$ cat config.mk
export PLATFORM = sky130hd
export DESIGN_NAME = rom_ram_boot_loader_flat
export DESIGN_NICKNAME = d
export VERILOG_FILES = /design/src/rtl/rom_ram_boot_loader_if.sv /design/src/rtl/rom_ram_boot_loader.sv /design/src/flat_wrapper.sv
export SDC_FILE = /design/constraint.sdc
export NUM_CORES = 1
export LEC_CHECK = 0
export ABC_CLOCK_PERIOD_IN_PS = 2450
export CORE_MARGIN = 3
export CORE_UTILIZATION = 40
export DETAILED_ROUTE_END_ITERATION = 6
export PLACE_DENSITY = 0.8
export SYNTH_ARGS = -nofsm -noshare
export SYNTH_HDL_FRONTEND = slang
export SYNTH_SLANG_ARGS = --single-unit
$ cat constraint.sdc
create_clock -name clock -period 2.45 [get_ports clock]
set_clock_uncertainty 0.2 [all_clocks]
set_input_delay 0.245 -clock clock [delete_from_list [all_inputs] [get_ports clock]]
set_output_delay 0.245 -clock clock [all_outputs]
set_load 0.05 [all_outputs]
$ cat src/rtl/rom_ram_boot_loader_if.sv
// rom_ram_boot_loader_if: ROM, RAM port A, CPU and control signals of the boot loader.
interface rom_ram_boot_loader_if #(
    parameter int ADDR_W = 16,
    parameter int DATA_W = 16
);
    logic start;
    logic busy;
    logic done;
    logic [ADDR_W-1:0] rom_address;
    logic [DATA_W-1:0] rom_q;
    logic [ADDR_W-1:0] ram_address;
    logic [DATA_W-1:0] ram_data;
    logic ram_wren;
    logic [DATA_W-1:0] ram_q;
    logic [ADDR_W-1:0] cpu_address;
    logic [DATA_W-1:0] cpu_data;
    logic cpu_wren;
    logic [DATA_W-1:0] cpu_q;
    logic cpu_ready;
    modport slave (
        input start, rom_q, ram_q, cpu_address, cpu_data, cpu_wren,
        output busy, done, rom_address, ram_address, ram_data, ram_wren, cpu_q, cpu_ready
    );
    modport master (
        output start, rom_q, ram_q, cpu_address, cpu_data, cpu_wren,
        input busy, done, rom_address, ram_address, ram_data, ram_wren, cpu_q, cpu_ready
    );
endinterface

$ cat src/rtl/rom_ram_boot_loader.sv
// rom_ram_boot_loader: copies a ROM block into RAM port A after reset or start, then hands port A to the CPU.
module rom_ram_boot_loader #(
    parameter int ADDR_W = 16,
    parameter int DATA_W = 16,
    parameter int COPY_WORDS = 4096,
    parameter int SRC_BASE = 0,
    parameter int DST_BASE = 0,
    parameter int ROM_LATENCY = 2
) (
    input logic clock,
    input logic reset,
    rom_ram_boot_loader_if.slave bus
);
    localparam int CW = COPY_WORDS > 0 ? $clog2(COPY_WORDS + 1) : 1;
    localparam int L = ROM_LATENCY;
    typedef enum logic [1:0] {COPY, DRAIN, DONE} state_t;
    state_t state;
    logic finished;
    logic [CW-1:0] i, w;
    logic [L-1:0] valid;
    logic [ADDR_W-1:0] dst [L];
    logic wr;
    assign wr = valid[L-1];
    always_ff @(posedge clock) begin
        if (reset || (state == DONE && bus.start)) begin
            state <= COPY;
            finished <= 1'b0;
            i <= '0;
            w <= '0;
            valid <= '0;
        end else begin
            for (int k = L - 1; k > 0; k--) begin
                valid[k] <= valid[k-1];
                dst[k] <= dst[k-1];
            end
            valid[0] <= state == COPY && COPY_WORDS != 0;
            dst[0] <= ADDR_W'(DST_BASE) + ADDR_W'(i);
            if (wr) w <= w + CW'(1);
            if (state == COPY && COPY_WORDS == 0) begin
                state <= DONE;
                finished <= 1'b1;
            end else if (state == COPY) begin
                i <= i + CW'(1);
                if (i == CW'(COPY_WORDS - 1)) state <= DRAIN;
            end else if (state == DRAIN && wr && w == CW'(COPY_WORDS - 1)) begin
                state <= DONE;
                finished <= 1'b1;
            end
        end
    end
    assign bus.rom_address = ADDR_W'(SRC_BASE) + ADDR_W'(i);
    // Once finished, port A is a zero-latency pass-through, so a CPU write in the start cycle still lands.
    assign bus.ram_wren = finished ? bus.cpu_wren : wr & ~reset;
    assign bus.ram_address = finished ? bus.cpu_address : dst[L-1];
    assign bus.ram_data = finished ? bus.cpu_data : DATA_W'(bus.rom_q);
    assign bus.cpu_q = bus.ram_q;
    assign bus.cpu_ready = finished;
    assign bus.done = finished;
    assign bus.busy = ~finished;
endmodule

$ cat src/flat_wrapper.sv
// flat-port wrapper written by rule: the top's interface ports become plain ports
module rom_ram_boot_loader_flat 
#(
    parameter int ADDR_W = 16,
    parameter int DATA_W = 16,
    parameter int COPY_WORDS = 4096,
    parameter int SRC_BASE = 0,
    parameter int DST_BASE = 0,
    parameter int ROM_LATENCY = 2
)
  (clock, reset, bus_start, bus_rom_q, bus_ram_q, bus_cpu_address, bus_cpu_data, bus_cpu_wren, bus_busy, bus_done, bus_rom_address, bus_ram_address, bus_ram_data, bus_ram_wren, bus_cpu_q, bus_cpu_ready);
  rom_ram_boot_loader_if #(.ADDR_W(ADDR_W), .DATA_W(DATA_W)) bus_i ();
  input logic clock;
  input logic reset;
  input wire logic [$bits(bus_i.start)-1:0] bus_start;
  input wire logic [$bits(bus_i.rom_q)-1:0] bus_rom_q;
  input wire logic [$bits(bus_i.ram_q)-1:0] bus_ram_q;
  input wire logic [$bits(bus_i.cpu_address)-1:0] bus_cpu_address;
  input wire logic [$bits(bus_i.cpu_data)-1:0] bus_cpu_data;
  input wire logic [$bits(bus_i.cpu_wren)-1:0] bus_cpu_wren;
  output wire logic [$bits(bus_i.busy)-1:0] bus_busy;
  output wire logic [$bits(bus_i.done)-1:0] bus_done;
  output wire logic [$bits(bus_i.rom_address)-1:0] bus_rom_address;
  output wire logic [$bits(bus_i.ram_address)-1:0] bus_ram_address;
  output wire logic [$bits(bus_i.ram_data)-1:0] bus_ram_data;
  output wire logic [$bits(bus_i.ram_wren)-1:0] bus_ram_wren;
  output wire logic [$bits(bus_i.cpu_q)-1:0] bus_cpu_q;
  output wire logic [$bits(bus_i.cpu_ready)-1:0] bus_cpu_ready;
  assign bus_i.start = bus_start;
  assign bus_i.rom_q = bus_rom_q;
  assign bus_i.ram_q = bus_ram_q;
  assign bus_i.cpu_address = bus_cpu_address;
  assign bus_i.cpu_data = bus_cpu_data;
  assign bus_i.cpu_wren = bus_cpu_wren;
  assign bus_busy = bus_i.busy;
  assign bus_done = bus_i.done;
  assign bus_rom_address = bus_i.rom_address;
  assign bus_ram_address = bus_i.ram_address;
  assign bus_ram_data = bus_i.ram_data;
  assign bus_ram_wren = bus_i.ram_wren;
  assign bus_cpu_q = bus_i.cpu_q;
  assign bus_cpu_ready = bus_i.cpu_ready;
  rom_ram_boot_loader #(.ADDR_W(ADDR_W), .DATA_W(DATA_W), .COPY_WORDS(COPY_WORDS), .SRC_BASE(SRC_BASE), .DST_BASE(DST_BASE), .ROM_LATENCY(ROM_LATENCY)) u_core (.clock(clock), .reset(reset), .bus(bus_i));
endmodule
==> results.yml, run 1 <==
floorplan:
  initial_core_util: 0.4215
  pin_count: 136
  dieWidth_um: 88.50
  core_um2: 6459
  num_rows: 29
  die_h_um: 88.50
  dieArea_um2: 7832
cts:
  cts_max_level: 3
  cts_tree: "built"
  ctsHoldBuffers: 0
  cts.repair.resized: 0
  clock-sinks: 57
  insertion_delay_ns: 0.34
  cts_root_buf: "clkbuf_8"
  cts_setup_buffers: 0
  clk_transition_reported_paths_ns: 0.06
  numCtsBuffers: 9
  clockBufferDepth: 2
placed_design:
  port_buffers: 100
  dpl_cell_area_um2: 4010
  dp.cells: 397
  place_congestion: 0.7495
  place_hpwl_um: 5470
timing:
  slew_viol_final: 0
  report.final.setup_viol: 0
  period_minus_slack_ns: 2.108
  rsz0062_at_grt: "false"
  hold_viol: 0
  slew_headroom: 0.6542
  max_freq_mhz: 474.3
  tightest_slew_ns: 0.5171
  finalSetupTns_ns: 0
  min_period_over_period: 0.8606
global_routing:
  grt_pass1_wl_um: 10470
  grt_max_degree: 38
  grt_pass1_vias: 2047
  antenna_found_initial: 0
  overflow: 0
  track_usage: 0.1804
pwr:
  switching_share: 0.2338
  power_mw: 2.361
  power.leakage_nw: 1.526
  ir_worst_vdd_mv: 0.3694
  p_sw_mw: 0.5520
  p_int_mw: 1.809
  clkPwrFrac: 0.392
  power_density_nw_per_um2: 558.5
  seqPwrFrac: 0.441
  power_frac_comb: 0.167
synthesis:
  yosys_warnings: 0
  synth_common_cells: "31 x dfxtp_1, 29 x mux2_2, 26 x edfxtp_1, 20 x buf_4, 14 x a21oi_1"
  synth_top_cells_by_area: "edfxtp_1 29%, dfxtp_1 23%, mux2_2 12%"
  yosysMostFrequentCell: "dfxtp_1"
  syn_area_um2: 2723
  avgSynthCellArea_um2: 11.11
  seq_area_frac_synth: 0.5147
  yosysTopAreaCell: "edfxtp_1"
  synth-main-ff-cell: "dfxtp_1"
  synth.distinct_cells: 38
  ys_ff_latch: 57
  async_reset_ff_frac: 0
  synth_top_area_frac: 0.2868
  syn-instance-count: 245
  synth_edf_count: 26
routing:
  via_per_inst: 5.153
  routed_wl_um: 7021
  drc: 0
  drtIter0Drc: 81
  ant_nets: 0
  via_count: 2128
  drtPass1Iterations: 4
  wire_per_inst_um: 17.00
critical_path:
  r2r-start: "u_core.i[0]$_SDFFE_PP0N_"
  cp-end-kind: "output pin"
  startpoint: "u_core.bus.cpu_ready$_SDFFE_PP0P_"
  path_class: "flip-flop to output pin"
  critPathRequiredTime_ns: 2.01
  arrival_ns: 1.66
  cp_max_fo: 37
  cp-start-kind: "flip-flop"
hold_path:
  min_path_type: "flip-flop to flip-flop"
  worstHoldStart: "u_core.dst[0][6]$_DFFE_PN_"
cells_and_area:
  multiInputGateArea_um2: 1092
  drive_gt1_frac: 0.2768
  syn_to_final_growth_pct: 55.28
  fillers: 473
  regArea_um2: 1401
  final_area_um2: 4228
  stdcell_count: 413
  antenna_cells: 0
  nNetsFinal: 401
outcome:
  status: "complete, no violations"
flow_run:
  drv_cap: 0
## placed cells by master (no fill, tap or decap), drive strengths merged, types with 10 or more instances in the layout
cell type / count
clkdlybuf4s50: 64
edfxtp: 26
buf: 41
a21oi: 14
nand2: 10
clkbuf: 14
dfxtp: 31
nand3: 12
mux2: 29
## layer usage
layer	GRT usage	routed length, µm	vias up
li1	-	-	1047
met1	0.1777	2429	977
met2	0.3426	3783	93
met3	0.06518	696	11
met4	0.06731	111	0
met5	0	0	-
## sequential cells by signal (all words and copies together), names as in the netlist
name	count
u_core.bus.cpu_ready	1
u_core.dst	26
u_core.i	13
u_core.state	2
u_core.valid	2
u_core.w	13
## worst max-delay path, stage by stage, from the launching register on
cell and delay, ns:
dfxtp_1 0.31, buf_4 0.42, mux2_2 0.43, buf_12 0.16
## cell type report
type | instances | area share
Clock inverter | 2 | 0.008286
Multi-Input combinational cell | 149 | 0.2584
Clock buffer | 14 | 0.04321
Inverter | 9 | 0.007991
Timing Repair Buffer | 105 | 0.3279
Sequential cell | 57 | 0.3315
Tap cell | 77 | 0.02279
## cell families (layout without fill, tap and decap cells)
family	count (synthesis)	after routing	share of synthesized area
multiplexers	35	35	0.1420
flip-flops	57	57	0.5147
AO/OA/AOI/OAI	31	31	0.06709
XOR/XNOR	6	6	0.01930
other	1	3	0.001377
buffers and inverters	41	130	0.08823
adder cells (fa/ha/maj)	2	2	0.009190
AND/OR/NAND/NOR	72	72	0.1581
## metrics by stage
stage / setup WS [ns] / utilization / hold slack (ns)
after global routing: 0.2698 / 0.6546 / 0.2292
after floorplan: 0.1354 / - / 0.1174
final: 0.3416 / 0.6546 / 0.2229
after CTS: 0.3194 / 0.6546 / 0.2243
after global placement: 0.5481 / 0.6209 / 0.2015
after detailed placement: 0.4970 / 0.6209 / 0.2098
## power groups by stage
stage | registers [mW] | logic [mW] | clock network, mW
after floorplan | 1.07 | 0.235 | 0
after global placement | 1.06 | 0.391 | 0
after detailed placement | 1.06 | 0.397 | 0
after CTS | 1.04 | 0.398 | 0.948
after global routing | 1.04 | 0.412 | 0.990
final | 1.04 | 0.395 | 0.925
## final timing paths
path,endpoint,slack (ns),depth (start not counted)
worst min register to register,u_core.dst[0][22]$_DFFE_PN_,0.22,0
worst min-delay path,u_core.dst[0][22]$_DFFE_PN_,0.22,0
worst max register to register,u_core.state[0]$_SDFFE_PP0P_,0.52,4
worst max-delay path,bus_ram_address[1],0.34,3
Note: power is estimated with default switching activity, not from simulation.
==> inputs of run 2 (changes only) <==
SETUP_SLACK_MARGIN = 0.02   (was unset)
==> results of run 2 <==
The final DEF is identical to that of run 1; final timing and power are the same.
==> inputs of run 3 (changes only) <==
GPL_ROUTABILITY_DRIVEN = 0   (was unset)
==> results of run 3 <==
The final DEF is identical to that of run 1; final timing and power are the same.
